===== src/rtl/spm_pkg.sv =====
// Register map of the serial-parallel multiplier and the state encoding
// shared by its Wishbone initiator.
package spm_pkg;

  localparam logic [31:0] X_OFF    = 32'h0000_0000;
  localparam logic [31:0] Y_OFF    = 32'h0000_0004;
  localparam logic [31:0] P_LO_OFF = 32'h0000_0008;
  localparam logic [31:0] P_HI_OFF = 32'h0000_000C;

  // The serial multiply needs this many cycles after the Y write before P is valid.
  localparam int MIN_WAIT_CYCLES = 66;

  typedef enum logic [2:0] {
    ST_IDLE  = 3'd0,
    ST_WR_X  = 3'd1,
    ST_WR_Y  = 3'd2,
    ST_WAIT  = 3'd3,
    ST_RD_LO = 3'd4,
    ST_RD_HI = 3'd5
  } spm_state_e;

endpackage


===== src/rtl/spm_wb_master_if.sv =====
// Wishbone classic bus between the multiplier initiator and the multiplier slave port.
interface spm_wb_master_if;

  logic        wbm_cyc_o;
  logic        wbm_stb_o;
  logic        wbm_we_o;
  logic [3:0]  wbm_sel_o;
  logic [31:0] wbm_adr_o;
  logic [31:0] wbm_dat_o;
  logic [31:0] wbm_dat_i;
  logic        wbm_ack_i;

  modport master (
    output wbm_cyc_o, wbm_stb_o, wbm_we_o, wbm_sel_o, wbm_adr_o, wbm_dat_o,
    input  wbm_dat_i, wbm_ack_i
  );

  modport slave (
    input  wbm_cyc_o, wbm_stb_o, wbm_we_o, wbm_sel_o, wbm_adr_o, wbm_dat_o,
    output wbm_dat_i, wbm_ack_i
  );

endinterface


===== src/rtl/spm_wb_master.sv =====
// Wishbone classic initiator running one 32x32 job on the serial-parallel multiplier:
// write X, write Y, idle out the serial multiply, then read both product words.
module spm_wb_master
  import spm_pkg::*;
#(
  parameter logic [31:0] BASE_ADDR   = 32'h3000_0000,
  parameter int          WAIT_CYCLES = 70,
  parameter int          TIMEOUT     = 255
) (
  input  logic            wb_clk_i,
  input  logic            wb_rst_ni,
  input  logic            start_i,
  input  logic [31:0]     x_i,
  input  logic [31:0]     y_i,
  output logic            busy_o,
  output logic            done_o,
  output logic            err_o,
  output logic [63:0]     product_o,
  spm_wb_master_if.master wbm
);

  localparam int WAIT_W = $clog2(WAIT_CYCLES);
  localparam int TMO_W  = $clog2(TIMEOUT + 1);

  localparam logic [31:0] ADR_X    = BASE_ADDR + X_OFF;
  localparam logic [31:0] ADR_Y    = BASE_ADDR + Y_OFF;
  localparam logic [31:0] ADR_P_LO = BASE_ADDR + P_LO_OFF;
  localparam logic [31:0] ADR_P_HI = BASE_ADDR + P_HI_OFF;

  if (WAIT_CYCLES < MIN_WAIT_CYCLES) begin : g_wait_too_short
    $error("spm_wb_master: WAIT_CYCLES must be at least %0d", MIN_WAIT_CYCLES);
  end

  spm_state_e        state_reg;
  logic [31:0]       y_reg;
  logic [31:0]       p_lo_reg;
  logic [WAIT_W-1:0] wait_cnt_reg;
  logic [TMO_W-1:0]  tmo_cnt_reg;
  logic              req_reg;
  logic              we_reg;
  logic [31:0]       adr_reg;
  logic [31:0]       dat_reg;
  logic              busy_reg;
  logic              done_reg;
  logic              err_reg;
  logic [63:0]       product_reg;

  // cyc and stb always move together; sel is fully enabled for every request.
  assign wbm.wbm_cyc_o = req_reg;
  assign wbm.wbm_stb_o = req_reg;
  assign wbm.wbm_we_o  = we_reg;
  assign wbm.wbm_sel_o = {4{req_reg}};
  assign wbm.wbm_adr_o = adr_reg;
  assign wbm.wbm_dat_o = dat_reg;

  assign busy_o    = busy_reg;
  assign done_o    = done_reg;
  assign err_o     = err_reg;
  assign product_o = product_reg;

  always_ff @(posedge wb_clk_i or negedge wb_rst_ni) begin
    if (!wb_rst_ni) begin
      state_reg    <= ST_IDLE;
      y_reg        <= '0;
      p_lo_reg     <= '0;
      wait_cnt_reg <= '0;
      tmo_cnt_reg  <= '0;
      req_reg      <= 1'b0;
      we_reg       <= 1'b0;
      adr_reg      <= '0;
      dat_reg      <= '0;
      busy_reg     <= 1'b0;
      done_reg     <= 1'b0;
      err_reg      <= 1'b0;
      product_reg  <= '0;
    end else begin
      done_reg <= 1'b0;
      err_reg  <= 1'b0;
      case (state_reg)
        ST_IDLE: begin
          busy_reg <= 1'b0;
          if (start_i) begin
            busy_reg    <= 1'b1;
            y_reg       <= y_i;
            req_reg     <= 1'b1;
            we_reg      <= 1'b1;
            adr_reg     <= ADR_X;
            dat_reg     <= x_i;
            tmo_cnt_reg <= '0;
            state_reg   <= ST_WR_X;
          end
        end
        ST_WAIT: begin
          if (wait_cnt_reg == '0) begin
            req_reg     <= 1'b1;
            we_reg      <= 1'b0;
            adr_reg     <= ADR_P_LO;
            tmo_cnt_reg <= '0;
            state_reg   <= ST_RD_LO;
          end else begin
            wait_cnt_reg <= wait_cnt_reg - 1'b1;
          end
        end
        ST_WR_X, ST_WR_Y, ST_RD_LO, ST_RD_HI: begin
          // An ack on the same edge as the timeout limit still counts as success.
          if (wbm.wbm_ack_i) begin
            tmo_cnt_reg <= '0;
            case (state_reg)
              ST_WR_X: begin
                adr_reg   <= ADR_Y;
                dat_reg   <= y_reg;
                state_reg <= ST_WR_Y;
              end
              ST_WR_Y: begin
                req_reg      <= 1'b0;
                we_reg       <= 1'b0;
                dat_reg      <= '0;
                wait_cnt_reg <= WAIT_W'(WAIT_CYCLES - 1);
                state_reg    <= ST_WAIT;
              end
              ST_RD_LO: begin
                p_lo_reg  <= wbm.wbm_dat_i;
                adr_reg   <= ADR_P_HI;
                state_reg <= ST_RD_HI;
              end
              default: begin
                product_reg <= {wbm.wbm_dat_i, p_lo_reg};
                req_reg     <= 1'b0;
                done_reg    <= 1'b1;
                state_reg   <= ST_IDLE;
              end
            endcase
          end else if (tmo_cnt_reg == TMO_W'(TIMEOUT)) begin
            req_reg     <= 1'b0;
            we_reg      <= 1'b0;
            dat_reg     <= '0;
            tmo_cnt_reg <= '0;
            done_reg    <= 1'b1;
            err_reg     <= 1'b1;
            state_reg   <= ST_IDLE;
          end else begin
            tmo_cnt_reg <= tmo_cnt_reg + 1'b1;
          end
        end
        default: begin
          req_reg   <= 1'b0;
          we_reg    <= 1'b0;
          busy_reg  <= 1'b0;
          state_reg <= ST_IDLE;
        end
      endcase
    end
  end

endmodule

===== src/flat_wrapper.sv =====
// flat-port wrapper written by rule: the top's interface ports become plain ports
module spm_wb_master_flat import spm_pkg::*;
#(
  parameter logic [31:0] BASE_ADDR   = 32'h3000_0000,
  parameter int          WAIT_CYCLES = 70,
  parameter int          TIMEOUT     = 255
)
  (wb_clk_i, wb_rst_ni, start_i, x_i, y_i, busy_o, done_o, err_o, product_o, wbm_wbm_cyc_o, wbm_wbm_stb_o, wbm_wbm_we_o, wbm_wbm_sel_o, wbm_wbm_adr_o, wbm_wbm_dat_o, wbm_wbm_dat_i, wbm_wbm_ack_i);
  spm_wb_master_if wbm_i ();
  input  logic wb_clk_i;
  input  logic wb_rst_ni;
  input  logic start_i;
  input  logic [31:0] x_i;
  input  logic [31:0] y_i;
  output logic busy_o;
  output logic done_o;
  output logic err_o;
  output logic [63:0] product_o;
  output wire logic [$bits(wbm_i.wbm_cyc_o)-1:0] wbm_wbm_cyc_o;
  output wire logic [$bits(wbm_i.wbm_stb_o)-1:0] wbm_wbm_stb_o;
  output wire logic [$bits(wbm_i.wbm_we_o)-1:0] wbm_wbm_we_o;
  output wire logic [$bits(wbm_i.wbm_sel_o)-1:0] wbm_wbm_sel_o;
  output wire logic [$bits(wbm_i.wbm_adr_o)-1:0] wbm_wbm_adr_o;
  output wire logic [$bits(wbm_i.wbm_dat_o)-1:0] wbm_wbm_dat_o;
  input wire logic [$bits(wbm_i.wbm_dat_i)-1:0] wbm_wbm_dat_i;
  input wire logic [$bits(wbm_i.wbm_ack_i)-1:0] wbm_wbm_ack_i;
  assign wbm_wbm_cyc_o = wbm_i.wbm_cyc_o;
  assign wbm_wbm_stb_o = wbm_i.wbm_stb_o;
  assign wbm_wbm_we_o = wbm_i.wbm_we_o;
  assign wbm_wbm_sel_o = wbm_i.wbm_sel_o;
  assign wbm_wbm_adr_o = wbm_i.wbm_adr_o;
  assign wbm_wbm_dat_o = wbm_i.wbm_dat_o;
  assign wbm_i.wbm_dat_i = wbm_wbm_dat_i;
  assign wbm_i.wbm_ack_i = wbm_wbm_ack_i;
  spm_wb_master #(.BASE_ADDR(BASE_ADDR), .WAIT_CYCLES(WAIT_CYCLES), .TIMEOUT(TIMEOUT)) u_core (.wb_clk_i(wb_clk_i), .wb_rst_ni(wb_rst_ni), .start_i(start_i), .x_i(x_i), .y_i(y_i), .busy_o(busy_o), .done_o(done_o), .err_o(err_o), .product_o(product_o), .wbm(wbm_i));
endmodule

===== config.mk =====
export PLATFORM = sky130hd
export DESIGN_NAME = spm_wb_master_flat
export DESIGN_NICKNAME = d
export VERILOG_FILES = /design/src/rtl/spm_pkg.sv /design/src/rtl/spm_wb_master_if.sv /design/src/rtl/spm_wb_master.sv /design/src/flat_wrapper.sv
export SDC_FILE = /design/constraint.sdc
export NUM_CORES = 1
export LEC_CHECK = 0
export ABC_AREA = 1
export ABC_CLOCK_PERIOD_IN_PS = 3700
export CAP_MARGIN = 5
export CORE_UTILIZATION = 25
export CTS_BUF_LIST = sky130_fd_sc_hd__clkbuf_16
export DETAILED_ROUTE_END_ITERATION = 10
export HOLD_SLACK_MARGIN = 0.05
export SETUP_SLACK_MARGIN = 0.3
export SLEW_MARGIN = 40
export SYNTH_ARGS = -nofsm -noshare
export SYNTH_HDL_FRONTEND = slang
export SYNTH_SLANG_ARGS = --single-unit

===== constraint.sdc =====
create_clock -name wb_clk_i -period 3.7 [get_ports wb_clk_i]
set_input_delay 0.74 -clock wb_clk_i [delete_from_list [all_inputs] [get_ports wb_clk_i]]
set_output_delay 0.74 -clock wb_clk_i [all_outputs]
set_load 0.05 [all_outputs]

==> qor.yml <==
run_status:
  status: "completed"
floorplan:
  core_area_um2: 31600
  row_count: 65
  die_h_um: 181
  die_w_um: 181
  die-area_um2: 32900
  start_util_pct: 25.4
  io_pins: 238
sta:
  fmax_mhz: 385
  slew_viol_final: 0
  worst_pin_slew_ps: 716
  finalCritPeriodShare_pct: 70.2
  skew_ps: 8.66
  whs_ps: 348
  setup_viol: 0
  setup_tns_ps: 0
  hold_violations: 0
  maxSlewHeadroom_pct: 52.3
  layout_min_cycle_time_ps: 2600
  rsz0062_at_grt: "false"
critical_path:
  max_stage_delay_ps: 650
  timing.setup.critical_path_class: "in2reg"
  cpLargestDelayFamily: "buffers and inverters"
  crit_fanout: 33
  crit_top_cell: "nand2_1"
  critPathLaunchType: "input port"
  critical_path.slowest_cell: "clkdlybuf4s50_1"
  critPathCaptureType: "register"
  crit_chain: "clkdlybuf4s50_1 > clkinv_1 > nand3_4 > nand2_4 > inv_2 > nand2_1 > nand2_1"
  critPathBufInv: 3
  cp.required_ps: 4080
  cp.arrival_ps: 2970
drt:
  routed_wirelength_mm: 19.5
  post-route-drc-count: 0
  vias_per_cell: 4.16
  vias: 6038
  ant_nets: 0
  detail_route.wl_per_cell_um: 13.5
  drtIter0Drc: 354
  drtPass1Iterations: 4
logic_synthesis:
  yosys-top-cells-count: "319 x nand2_1, 186 x dfrtp_1, 82 x o21ai_0"
  async_flop_share_pct: 100
  ys_seq_area_share_pct: 57.9
  syn_area_per_cell_um2: 9.53
  synth_flop_cell: "dfrtp_1"
  ys_ff_latch: 186
  synth_cell_types: 31
  syn_area_um2: 8050
  yosysMostFrequentCell: "nand2_1"
  synth_top_area_share_pct: 57.9
  synth_edf_count: 0
  yosys_warnings: 0
  synth_top_area_cell: "dfrtp_1"
  synth.area.top_cells: "dfrtp_1 58%, nand2_1 15%, mux2_2 9.0%, o21ai_0 5.1%, buf_4 3.4%"
  synthCells: 844
finish:
  drive_gt1_share_pct: 11.1
  area.growth.synth_to_final_pct: 36.5
  multi_input_area_um2: 2850
  seq_area_um2: 4650
  post-route-util_pct: 34.7
  fillers: 3250
  largest_reg_flops: 64
  nNetsFinal: 1140
  antenna_cells: 0
  finalNonFillerCells: 1452
power_and_ir_drop:
  power.leakage_nw: 5.28
  power_w: 0.00991
  vdd_ir_drop_max_v: 0.000407
  powerDensity_nw_per_um2: 902
global_routing:
  antenna_found_initial: 0
  grt_pass1_wl_mm: 31.8
  grt_max_degree: 87
  grt_pass1_vias: 5916
  grt.overflow.total: 0
  track_usage_pct: 12.3
clocking:
  post_cts_buffers: 0
  h-tree-depth: 4
  clockRootBuffer: "clkbuf_16"
  cts_made_buffers: 17
  hold_buffers: 0
  cts_tree: "built"
  post_cts_resized: 0
  clk_path_buf_depth: 2
  clock_latency_ps: 440
  cts_sinks: 186
  clkTransAtPathRegs_ps: 70
placement:
  gp_congestion: 0.781
  placed_cells: 1420
  post-dp-hpwl_mm: 13.6
  port_buffers: 209
worst_hold_path:
  hold_path.class: "in2async"
flow_run:
  cap_viol_max_count: 0
placed cells by master (no fill, tap or decap), types with 2 or more instances in the layout:
master / synthesis / final
clkinv_1: 1 / 5
conb_1: 1 / 28
nand4_1: 7 / 7
clkinv_2: 0 / 2
nand3_2: 2 / 2
nand2_4: 1 / 2
nor2_2: 3 / 3
nand3_1: 15 / 14
clkdlybuf4s50_1: 0 / 208
buf_4: 36 / 5
bufinv_16: 0 / 2
nor2_1: 16 / 16
inv_1: 54 / 54
inv_6: 0 / 4
mux2_2: 64 / 64
a21oi_1: 2 / 2
clkinvlp_4: 0 / 2
buf_12: 0 / 2
ha_1: 3 / 3
o21ai_1: 2 / 2
inv_2: 5 / 5
xor2_1: 3 / 3
nand3_4: 2 / 3
clkbuf_16: 0 / 17
o21ai_0: 82 / 82
dfrtp_1: 186 / 186
nand2_1: 319 / 319
worst paths after layout:
check | start | endpoint | slack (ps) | depth (start not counted)
worst max-delay path | wbm_wbm_ack_i | u_core.wbm.wbm_dat_o[7]$_DFFE_PN0P_ | 1100 | 7
worst min-delay path | wb_rst_ni | u_core.product_o[61]$_DFFE_PN0P_ | 350 | 1
max in group asynchronous | wb_rst_ni | u_core.product_o[4]$_DFFE_PN0P_ | 2510 | 2
worst max register to register | u_core.tmo_cnt_reg[0]$_DFFE_PN0P_ | u_core.wbm.wbm_dat_o[7]$_DFFE_PN0P_ | 1350 | 9
min in group wb_clk_i | u_core.wbm.wbm_dat_o[6]$_DFFE_PN0P_ | u_core.wbm.wbm_dat_o[6]$_DFFE_PN0P_ | 480 | 2
worst min register to register | u_core.wbm.wbm_dat_o[6]$_DFFE_PN0P_ | u_core.wbm.wbm_dat_o[6]$_DFFE_PN0P_ | 480 | 2
power breakdown:
part           internal, W  switching (W)  total, W
clock network     0.000997       0.000832   0.00183
logic              0.00159        0.00317   0.00477
registers          0.00286       0.000453   0.00331
per-layer routing:
| layer | GRT usage (%) | share of wire, % | vias to the layer above |
|---|---|---|---|
| met3 | 3.27 | 4.7 | 22 |
| met4 | 4.47 | 2.2 | 0 |
| met1 | 15.0 | 42 | 2880 |
| li1 | - | - | 2988 |
| met5 | 0 | 0 | - |
| met2 | 20.7 | 51 | 148 |
cells by family (layout without fill, tap and decap cells):
kind of cell,Yosys count,count (layout),share of synthesized area [%]
and+or+nand+nor,367,367,18.3
DFF,186,186,57.9
buffers and inverters,129,308,8.18
AOI/OAI and AO/OA,90,90,5.74
muxes,64,64,8.96
xor gates and xnor gates,4,4,0.436
adders and majority gates,3,3,0.467
other,1,28,0.0466
per-stage QoR:
| stage | area (µm²) | setup WS (ps) |
|---|---|---|
| after detailed placement | 10400 | 624 |
| final | 11000 | 1100 |
| after global routing | 11000 | 800 |
| after CTS | 11000 | 1080 |
| after global placement | 10400 | 691 |
| after floorplan | 8150 | 1960 |
worst register-to-register path, stage by stage, from the launching register on:
cell	delay [ps]
dfrtp_1	400
ha_1	190
nand2_1	90
nor2_1	180
nand2_1	230
nand3_4	200
nand2_4	250
inv_2	530
nand2_1	130
nand2_1	90
cell type report:
class | instances | share of cell area [%]
multi-input cells | 556 | 26.0
well taps | 402 | 4.58
clock inverters | 15 | 1.33
flip-flops and latches | 186 | 42.4
repair buffers | 216 | 19.8
clock buffers | 17 | 3.87
inverters | 60 | 2.05
Note: power is estimated with default switching activity, not from simulation.
==> patch (config.mk and constraints unchanged) <==
Re-encode `spm_state_e` (6 states) as Gray code, 3 bits wide.
--- a/src/rtl/spm_pkg.sv
+++ b/src/rtl/spm_pkg.sv
@@ -12,10 +12,10 @@
 
   typedef enum logic [2:0] {
-    ST_IDLE  = 3'd0,
-    ST_WR_X  = 3'd1,
-    ST_WR_Y  = 3'd2,
-    ST_WAIT  = 3'd3,
-    ST_RD_LO = 3'd4,
-    ST_RD_HI = 3'd5
+    ST_IDLE  = 3'b000,
+    ST_WR_X  = 3'b001,
+    ST_WR_Y  = 3'b011,
+    ST_WAIT  = 3'b010,
+    ST_RD_LO = 3'b110,
+    ST_RD_HI = 3'b111
   } spm_state_e;
 
Check against the original RTL: same outputs for any inputs over 4 cycles, from zero or initial values and one cycle with wb_rst_ni low; so few cycles prove little.
==> patch against the unedited design <==
- area after synthesis fell by 0.25%
- total power barely moved
- wire length rose by 0.87%
- sequential cell count did not move
- design area rose by 0.23%
- synthesized cell count fell by 8.8%
- count of clock-buffer cells in the layout did not move
- worst setup slack improved by 0.067 ns
- clock power rose by 8%
- largest power group unchanged
==> patch: results (changes against the unedited design) <==
metric,value,unit,change
status,"complete, no violations",,
vias,5857,,-3.0%
cts_inserted_buffers,17,,unchanged
largest_reg_flops,64,,unchanged
cts_resized,0,,unchanged
clkTransAtPathRegs,0.07,ns,about the same
port_buffers,209,,unchanged
grt_antenna_before_repair,1,,+1
hpwl,13.4,mm,-1.8%
clk_path_buf_depth,2,,unchanged
ys_seq_area_share,58.0,%,+0.14 points
grt_pass1_vias,5807,,-1.8%
synth_top_cells_by_count,"nand2_1, dfrtp_1, mux2_2",,
p_leak,5.28,nW,-0.11%
synth.area.top_cells,"dfrtp_1, mux2_2, nand2_1",,
switching_share,45.0,%,about the same
ys_warn_count,0,,unchanged
place_congestion,0.793,,+1.6%
grt_max_degree,79,,-9.2%
finalNetCount,1070,,-6.1%
relSlewSlack,52.0,%,-0.29 points
worstPathMaxFanout,41,,+24%
insertion_delay,0.42,ns,-0.02 ns
initialDrtViolationCount,278,,-21%
yosysUniqueCellTypes,30,,-3.2%
wl_per_cell,14.2,um,+5.8%
cts_root_buf,clkbuf_16,,
final_layout_size_suffix_gt1_share,14.2,%,+3.0 points
skew,0.0132,ns,+0.00458 ns
async_flop_share,100,%,unchanged
ir_worst_vdd,0.490,mV,+20%
grt_pass1_wl,32.3,mm,+1.6%
cts_setup_buffers,0,,unchanged
critPathArrivalTime,2.83,ns,-0.14 ns
min_path_type,in2async,,
grt_usage,12.4,%,+0.15 points
-- patch: metal layers --
layer | vias to the layer above | wire (um) | global-route usage (%)
met3 | 16 | 766 | 2.60
met4 | 0 | 442 | 4.47
met5 | - | 0 | 0
li1 | 2828 | - | -
met2 | 144 | 9560 | 20.2
met1 | 2869 | 8930 | 16.3
-- patch: power groups by stage --
stage / clock (mW) / combinational (mW) / sequential (mW)
detailed placement: 0 / 4.72 / 3.31
floorplan: 0 / 1.86 / 4.66
CTS: 2.04 / 4.73 / 3.28
finish: 1.97 / 4.67 / 3.27
global route: 2.14 / 5.02 / 3.38
global placement: 0 / 4.68 / 3.28
-- patch: critical path: stages --
cell and delay (ns):
clkdlybuf4s50_1 0.72, nand2_1 0.22, nor2_4 0.45, buf_12 0.31, mux2_2 0.37
-- patch: path summary, 6_finish.rpt --
path,slack (ns),start,to
max in group asynchronous,2.55,wb_rst_ni,u_core.y_reg[24]
worst min register to register,0.47,u_core.wait_cnt_reg[0],u_core.wait_cnt_reg[0]
worst min-delay path,0.31,wb_rst_ni,u_core.product_o[40]
min in group wb_clk_i,0.47,u_core.wait_cnt_reg[0],u_core.wait_cnt_reg[0]
worst max-delay path,1.17,wbm_wbm_ack_i,u_core.product_o[2]
worst max register to register,1.46,u_core.state_reg[1],u_core.wbm.wbm_dat_o[13]
-- patch: per-stage QoR --
stage	instance area (um^2)	setup WS (ns)	util [%]	instances	total power [mW]
2_1_floorplan	8130	1.74	-	797	6.52
3_3_place_gp	10400	0.816	32.8	1351	7.96
3_5_place_dp	10400	0.754	32.8	1351	8.03
4_1_cts	11000	1.19	34.9	1383	10.1
5_1_grt	11000	1.07	34.9	1384	10.5
6_report	11000	1.17	34.9	1384	9.91
-- patch: logic make-up after synthesis --
family / Yosys count / synth area share, %
xor gates and xnor gates: 3 / 0.327
other: 1 / 0.0467
adders and majority gates: 2 / 0.312
buffers and inverters: 122 / 8.39
muxes: 96 / 13.5
AOI/OAI and AO/OA: 78 / 4.93
and+or+nand+nor: 282 / 14.5
DFF: 186 / 58.0
-- patch: layout make-up --
class	instances	area, um^2
clock inverters	15	220
clock buffers	17	425
repair buffers	217	2180
inverters	57	214
multi-input cells	489	2800
well taps	402	503
diodes	1	2.50
flip-flops and latches	186	4650
fillers	3160	20600
